`src/rtl/ctrl_pkg.sv`:
```
// Shared constants for the accumulator-machine sequencer: opcodes, T-state
// encodings and the run/halt mode of the controller.
package ctrl_pkg;

    localparam int unsigned NT = 6;

    typedef enum logic [3:0] {
        OP_LDA = 4'b0000,
        OP_ADD = 4'b0001,
        OP_SUB = 4'b0010,
        OP_OUT = 4'b1110,
        OP_HLT = 4'b1111
    } opcode_t;

    localparam logic [NT-1:0] T1 = 6'b000001;
    localparam logic [NT-1:0] T2 = 6'b000010;
    localparam logic [NT-1:0] T3 = 6'b000100;
    localparam logic [NT-1:0] T4 = 6'b001000;
    localparam logic [NT-1:0] T5 = 6'b010000;
    localparam logic [NT-1:0] T6 = 6'b100000;

    typedef enum logic {
        MODE_RUN  = 1'b0,
        MODE_HALT = 1'b1
    } mode_t;

endpackage

```
`src/rtl/ring_counter.sv`:
```
// One-hot T-state ring counter: reset loads T1, clear empties the ring,
// enable rotates one position per clock.
module ring_counter
    import ctrl_pkg::*;
(
    input  logic          clk,
    input  logic          rst,
    input  logic          en,
    input  logic          clr,
    output logic [NT-1:0] q
);

    always_ff @(posedge clk) begin
        if (rst)
            q <= T1;
        else if (clr)
            q <= '0;
        else if (en)
            q <= {q[NT-2:0], q[NT-1]};
    end

endmodule

```
`src/rtl/acc_seq_ctrl.sv`:
```
// Fixed six-cycle instruction sequencer for a bus-based accumulator machine:
// fetch in T1..T3, opcode-dependent execute in T4..T6, sticky halt on HLT.
module acc_seq_ctrl
    import ctrl_pkg::*;
#(
    parameter int unsigned OPW = 4
) (
    input  logic           CLK,
    input  logic           RST,
    input  logic           RUN,
    input  logic [OPW-1:0] IR_OP,
    output logic           CP,
    output logic           EP,
    output logic           LM,
    output logic           CE,
    output logic           LI,
    output logic           EI,
    output logic           IA,
    output logic           EA,
    output logic           SU,
    output logic           EU,
    output logic           IB,
    output logic           LO,
    output logic           HALT,
    output logic [5:0]     T_STATE
);

    mode_t mode_q, mode_d;
    logic  halt_hit;
    logic  active;
    logic  is_lda, is_add, is_sub, is_out, is_hlt;

    assign is_lda = (IR_OP == OPW'(OP_LDA));
    assign is_add = (IR_OP == OPW'(OP_ADD));
    assign is_sub = (IR_OP == OPW'(OP_SUB));
    assign is_out = (IR_OP == OPW'(OP_OUT));
    assign is_hlt = (IR_OP == OPW'(OP_HLT));

    // HLT takes effect on the edge that would have left T4; the same edge clears the ring.
    assign halt_hit = (mode_q == MODE_RUN) && RUN && (T_STATE == T4) && is_hlt;
    assign active   = !RST && RUN && (mode_q == MODE_RUN);
    assign HALT     = (mode_q == MODE_HALT);

    ring_counter u_ring (
        .clk (CLK),
        .rst (RST),
        .en  (RUN && (mode_q == MODE_RUN)),
        .clr (halt_hit),
        .q   (T_STATE)
    );

    always_ff @(posedge CLK) begin
        if (RST)
            mode_q <= MODE_RUN;
        else
            mode_q <= mode_d;
    end

    always_comb begin
        mode_d = mode_q;
        if (halt_hit)
            mode_d = MODE_HALT;
    end

    always_comb begin
        {CP, EP, LM, CE, LI, EI, IA, EA, SU, EU, IB, LO} = '0;
        if (active) begin
            case (T_STATE)
                T1: begin EP = 1'b1; LM = 1'b1; end
                T2: CP = 1'b1;
                T3: begin CE = 1'b1; LI = 1'b1; end
                T4: begin
                    if (is_lda || is_add || is_sub) begin EI = 1'b1; LM = 1'b1; end
                    if (is_out) begin EA = 1'b1; LO = 1'b1; end
                end
                T5: begin
                    if (is_lda) begin CE = 1'b1; IA = 1'b1; end
                    if (is_add || is_sub) begin CE = 1'b1; IB = 1'b1; end
                end
                T6: begin
                    if (is_add || is_sub) begin EU = 1'b1; IA = 1'b1; end
                    if (is_sub) SU = 1'b1;
                end
                default: ;
            endcase
        end
    end

endmodule

```
`config.mk`:
```
export PLATFORM = sky130hd
export DESIGN_NAME = acc_seq_ctrl
export DESIGN_NICKNAME = d
export VERILOG_FILES = /design/src/rtl/ctrl_pkg.sv /design/src/rtl/ring_counter.sv /design/src/rtl/acc_seq_ctrl.sv
export SDC_FILE = /design/constraint.sdc
export NUM_CORES = 1
export LEC_CHECK = 0
export CELL_PAD_IN_SITES_DETAIL_PLACEMENT = 0
export CELL_PAD_IN_SITES_GLOBAL_PLACEMENT = 1
export CORE_MARGIN = 2
export CORE_UTILIZATION = 28
export DETAILED_ROUTE_END_ITERATION = 10
export GPL_TIMING_DRIVEN = 0
export PLACE_DENSITY = 0.79
export SLEW_MARGIN = 5
export SYNTH_ARGS = -nofsm -noshare
export SYNTH_HDL_FRONTEND = slang
export SYNTH_SLANG_ARGS = --single-unit
export TNS_END_PERCENT = 30
```
`constraint.sdc`:
```
create_clock -name CLK -period 2.8 [get_ports CLK]
set_input_delay 0.56 -clock CLK [delete_from_list [all_inputs] [get_ports CLK]]
set_output_delay 0.56 -clock CLK [all_outputs]
set_load 0.02 [all_outputs]
```
After elaboration in Yosys (flattened, before gate mapping)
Index checks and enable logic that the tools add are counted.
Word-level totals
  input bits: 7
  register bits after elaboration: 7
Cells by class
  equal/unequal tests: 10
  bitwise operators: 1
  reductions and logical operators: 12
  mux-type cells: 30
Operator list (count)
  two-way mux 1 bit: 27
  == test 4 bit (second input constant): 2
  == test 6 x 1 -> 1 bit (second input constant): 1
  == test 6 x 2 -> 1 bit (second input constant): 1
  == test 6 x 3 -> 1 bit (second input constant): 1
  == test 6 x 4 -> 1 bit (second input constant): 1
  == test 6 x 5 -> 1 bit (second input constant): 1
  == test 6 bit (second input constant): 1
  one-hot mux 1 bit (2 select lines): 3
  logical AND 1 bit: 5
  == test 4 x 1 -> 1 bit (second input constant): 1
  == test 4 x 2 -> 1 bit (second input constant): 1
  logical NOT 4 bit: 1
  logical OR 1 bit: 3
  nonzero test 2 bit: 1
  OR reduction 2 bit: 1
  logical NOT 1 bit: 1
  NOT 1 bit: 1

Depth between registers and ports, before layout
  depth in word-level cells: 6
  gate-level depth with buffers: 5

Modules after synthesis
Synthesis repeated with hierarchy kept, for this count alone.
Unflattened totals
  cells, all modules: 58
  area, all modules: 489.2 um^2
Modules (own cells, without submodules)
  acc_seq_ctrl: area an instance 265.3 um^2, times used 1, cells each 39
  ring_counter: area an instance 224.0 um^2, times used 1, cells each 19

Worst setup path before layout
No wires, ideal clock.
  path kind: reg2out
  from: register u_ring.q[4]
  to: output port LO
  arrival time: 2.080 ns
  required time: 2.240 ns
  stages on the path, launching flop included: 6
  buffers on the path: 2
  path slack: 0.160 ns
  path through: dfxtp_1 > buf_6 > or3_1 > or3_4 > nor3_1 > buf_4
Between the ends
  longest elaborated chain between the ends: 3
RTL lines
  from (decl): line ring_counter.sv:10  | output logic [NT-1:0] q
  from (signal assigned): line ring_counter.sv:19  | q <= {q[NT-2:0], q[NT-1]};
  == test 6 x 4 -> 1 bit
  two-way mux 1 bit (2 in a row)
  to (decl): line acc_seq_ctrl.sv:23  | output logic LO,
No other way between the ends.

Worst setup path in the final report
  from: input port RUN
  to: output port EP
Between the ends
  longest elaborated chain between the ends: 3
RTL lines
  from (decl): line acc_seq_ctrl.sv:10  | input logic RUN,
  logical AND 1 bit (2 in a row): line acc_seq_ctrl.sv:41  | assign active = !RST && RUN && (mode_q == MODE_RUN);
  two-way mux 1 bit: line acc_seq_ctrl.sv:67  | if (active) begin
  to (decl): line acc_seq_ctrl.sv:13  | output logic EP,
No other way between the ends.

==> metrics.yaml <==
worstReg2RegEnd: "HALT$_SDFFE_PP0P_"
mean_routed_wirelength_per_cell_um: 11.80
place.port_buffers: 25
ys_top_cells_by_area: "sky130_fd_sc_hd__dfxtp_1 27%, sky130_fd_sc_hd__nand2_1 8.7%, sky130_fd_sc_hd__a21oi_1 6.8%"
power_per_standard_cell_area_nw_per_um2: 312.5
synthTopCellsByCount: "12 x sky130_fd_sc_hd__nand2_1, 7 x sky130_fd_sc_hd__a21oi_1, 7 x sky130_fd_sc_hd__dfxtp_1, 6 x sky130_fd_sc_hd__nor3_1"
finalCriticalPeriod_ns: 2.734
synth_largest_type_area_fraction: 0.2718
die_height_um: 46.91
startpoint_type: "primary input"
htree_levels: 1
synth-seq-area-share: 0.2718
synth_async_sr_flop_share: 0
worst_r2r_startpoint: "u_ring.q[1]$_SDFFE_PP0P_"
n_antenna_cell: 0
timing.critical_path.fanout_max: 8
cell_depth_of_the_worst_hold_path: 2
vias_in_the_first_global_route: 535
final.fill_count: 202
gp_congestion: 0.6904
netlist_area_um2: 515.5
max_cap_violations: 0
synth-seq-cells: 7
grt_max_degree: 11
crit_path_end_kind: "output port"
antenna_found_initial: 0
dp.final_hpwl_um: 1063
post_cts.repair.setup_buffers: 0
run_status: "finished clean"
period_share: 0.9766
crit_type: "primary input to output port"
insertion_delay_ns: 0.25
die-width_um: 46.91
number_of_enable_type_register_cells_in_the_synthesized_netlist: 0
setup_repair_after_global_routing_missed_its_margin: "no"
syn-instance-count: 68
timing.hold.worst.class: "flip-flop to flip-flop"
setup_ws_post_layout_ns: 0.06555
final_net_count: 104
timing_max_transition_violations_final: 0
detailedRoute.firstPassIterationCount: 4
timing.final.hold_violations: 0
slew_headroom: 0.7905
max_freq_ghz: 0.3657
synth_top_flop_cell: "sky130_fd_sc_hd__dfxtp_1"
first_pass_grt_wire_length_um: 2180
viasPerCell: 4.843
postSynthAreaPerCell_um2: 7.581
finClkSkew_ns: 0.001442
yosysUniqueCellTypes: 29
finalSetupViolCount: 0
static_leakage_uw: 0.0003258
detailed_place.area_um2: 797.0
timing.hold.worst.start: "HALT$_SDFFE_PP0P_"
grt_overflow: 0
num_vias: 586
slack_of_the_worst_reg_to_reg_path_ns: 1.34
placementRows: 15
detail_route.wirelength_um: 1428
cts.path.max_buffers: 2
total_cts_buffers: 3
worst-endpoint-required_ns: 2.24
start_util: 0.2986
yosys_warnings: 0
final_design_area_no_fill_um2: 819.5
worst-endpoint-arrival_ns: 2.17
synthesis.nets: 75
synth.most_common_cell: "sky130_fd_sc_hd__nand2_1"
rr_worst_depth: 3
post-place-ws_ns: -0.5351
crit_start: "RUN"
hold_path_end: "HALT$_SDFFE_PP0P_"
max-vdd-ir-drop_mv: 0.2698
coreArea_um2: 1727
die_area_um2: 2200
area_delta_synth_final_pct: 58.98
cts_tree: "built"
layout.core_utilization: 0.4746
worstMarginPinSlew_ns: 0.3138
ios: 26
cts.clk_slew.worst_paths_ns: 0.05
antenna_violating_nets_remaining: 0
clock_tree_root: "sky130_fd_sc_hd__clkbuf_4"
remaining_drc_errors: 0
grt_util_all_layers: 0.1398
synth_area_leader_cell: "sky130_fd_sc_hd__dfxtp_1"
layout-drive-gt1-share: 0.1875
clock-sinks: 7
dr_iter_0_viols: 3
layout make-up:
cell class                 instances  area [um^2]  share of cell area
inverter                           2        7.507            0.009160
multi-input combinational         55        367.9              0.4489
tap                               25        31.28             0.03817
buffer                             3        23.77             0.02901
clock buffer                       4        26.28             0.03206
sequential                         7        140.1              0.1710
timing repair buffer              25        222.7              0.2718
registers in the layout (all words and copies together) (netlist names):
| name | flops |
|---|---|
| u_ring.q | 6 |
| HALT | 1 |
worst max-delay path, stage by stage:
cell                              delay (ns)
sky130_fd_sc_hd__clkdlybuf4s50_1        0.52
sky130_fd_sc_hd__nand2b_2               0.15
sky130_fd_sc_hd__or3_4                  0.44
sky130_fd_sc_hd__nor3_1                 0.18
sky130_fd_sc_hd__clkdlybuf4s15_1        0.33
timing repair:
item                       in CTS  in global routing
gates resized for setup        19                 15
hold buffers                    0                  0
setup endpoints to repair      12                  6
worst max path at each step:
| stage | endpoint | slack [ns] | cells past startpoint |
|---|---|---|---|
| after global placement | LO | -0.48 | 7 |
| after floorplan | LO | 0.16 | 5 |
| after global routing | EP | 0.01 | 5 |
| after detailed placement | LO | -0.54 | 7 |
| final | EP | 0.07 | 5 |
| after CTS | LI | -0.13 | 5 |
cell usage in the layout, fill, tap and decap left out, types with 2 or more instances in the layout:
cell	count
sky130_fd_sc_hd__a21oi_1	7
sky130_fd_sc_hd__buf_4	2
sky130_fd_sc_hd__clkbuf_2	4
sky130_fd_sc_hd__clkbuf_4	3
sky130_fd_sc_hd__clkdlybuf4s50_1	12
sky130_fd_sc_hd__dfxtp_1	7
sky130_fd_sc_hd__dlygate4sd2_1	6
sky130_fd_sc_hd__inv_1	2
sky130_fd_sc_hd__nand2_1	12
sky130_fd_sc_hd__nand3b_1	3
sky130_fd_sc_hd__nor2_1	3
sky130_fd_sc_hd__nor3_1	5
sky130_fd_sc_hd__or3_1	3
per-stage QoR:
step	hold slack [ns]	TNS (ns)	total power, uW	cells
floorplan	0.5472	0	139.1	68
global placement	0.4871	-3.947	166.0	118
detailed placement	0.4834	-3.964	166.0	118
CTS	0.5311	-0.1252	259.3	121
global route	0.5693	0	268.9	121
finish	0.5286	0	256.1	121
cell families (layout without fill, tap and decap cells):
| family | count (synthesis) | in the layout | synth area share |
|---|---|---|---|
| AND/OR/NAND/NOR | 43 | 43 | 0.5146 |
| AO/OA/AOI/OAI | 11 | 11 | 0.1311 |
| flip-flops | 7 | 7 | 0.2718 |
| buffers and inverters | 6 | 34 | 0.06555 |
| XOR/XNOR | 1 | 1 | 0.01699 |
power breakdown:
part           internal (uW)  switching (uW)  total, uW
clock network           54.4            37.6       92.0
registers                103            6.61        109
logic                   26.6            28.1       54.7
total                    184            72.3        256
routing by layer:
metal | GRT usage | share of wire | wire length (um)
met5 | 0 | 0 | 0
met4 | 0.08333 | 0.011 | 15
met3 | 0.01538 | 0.060 | 85
met2 | 0.2493 | 0.50 | 712
met1 | 0.1586 | 0.43 | 615
Power figures use the tool's default switching activity.
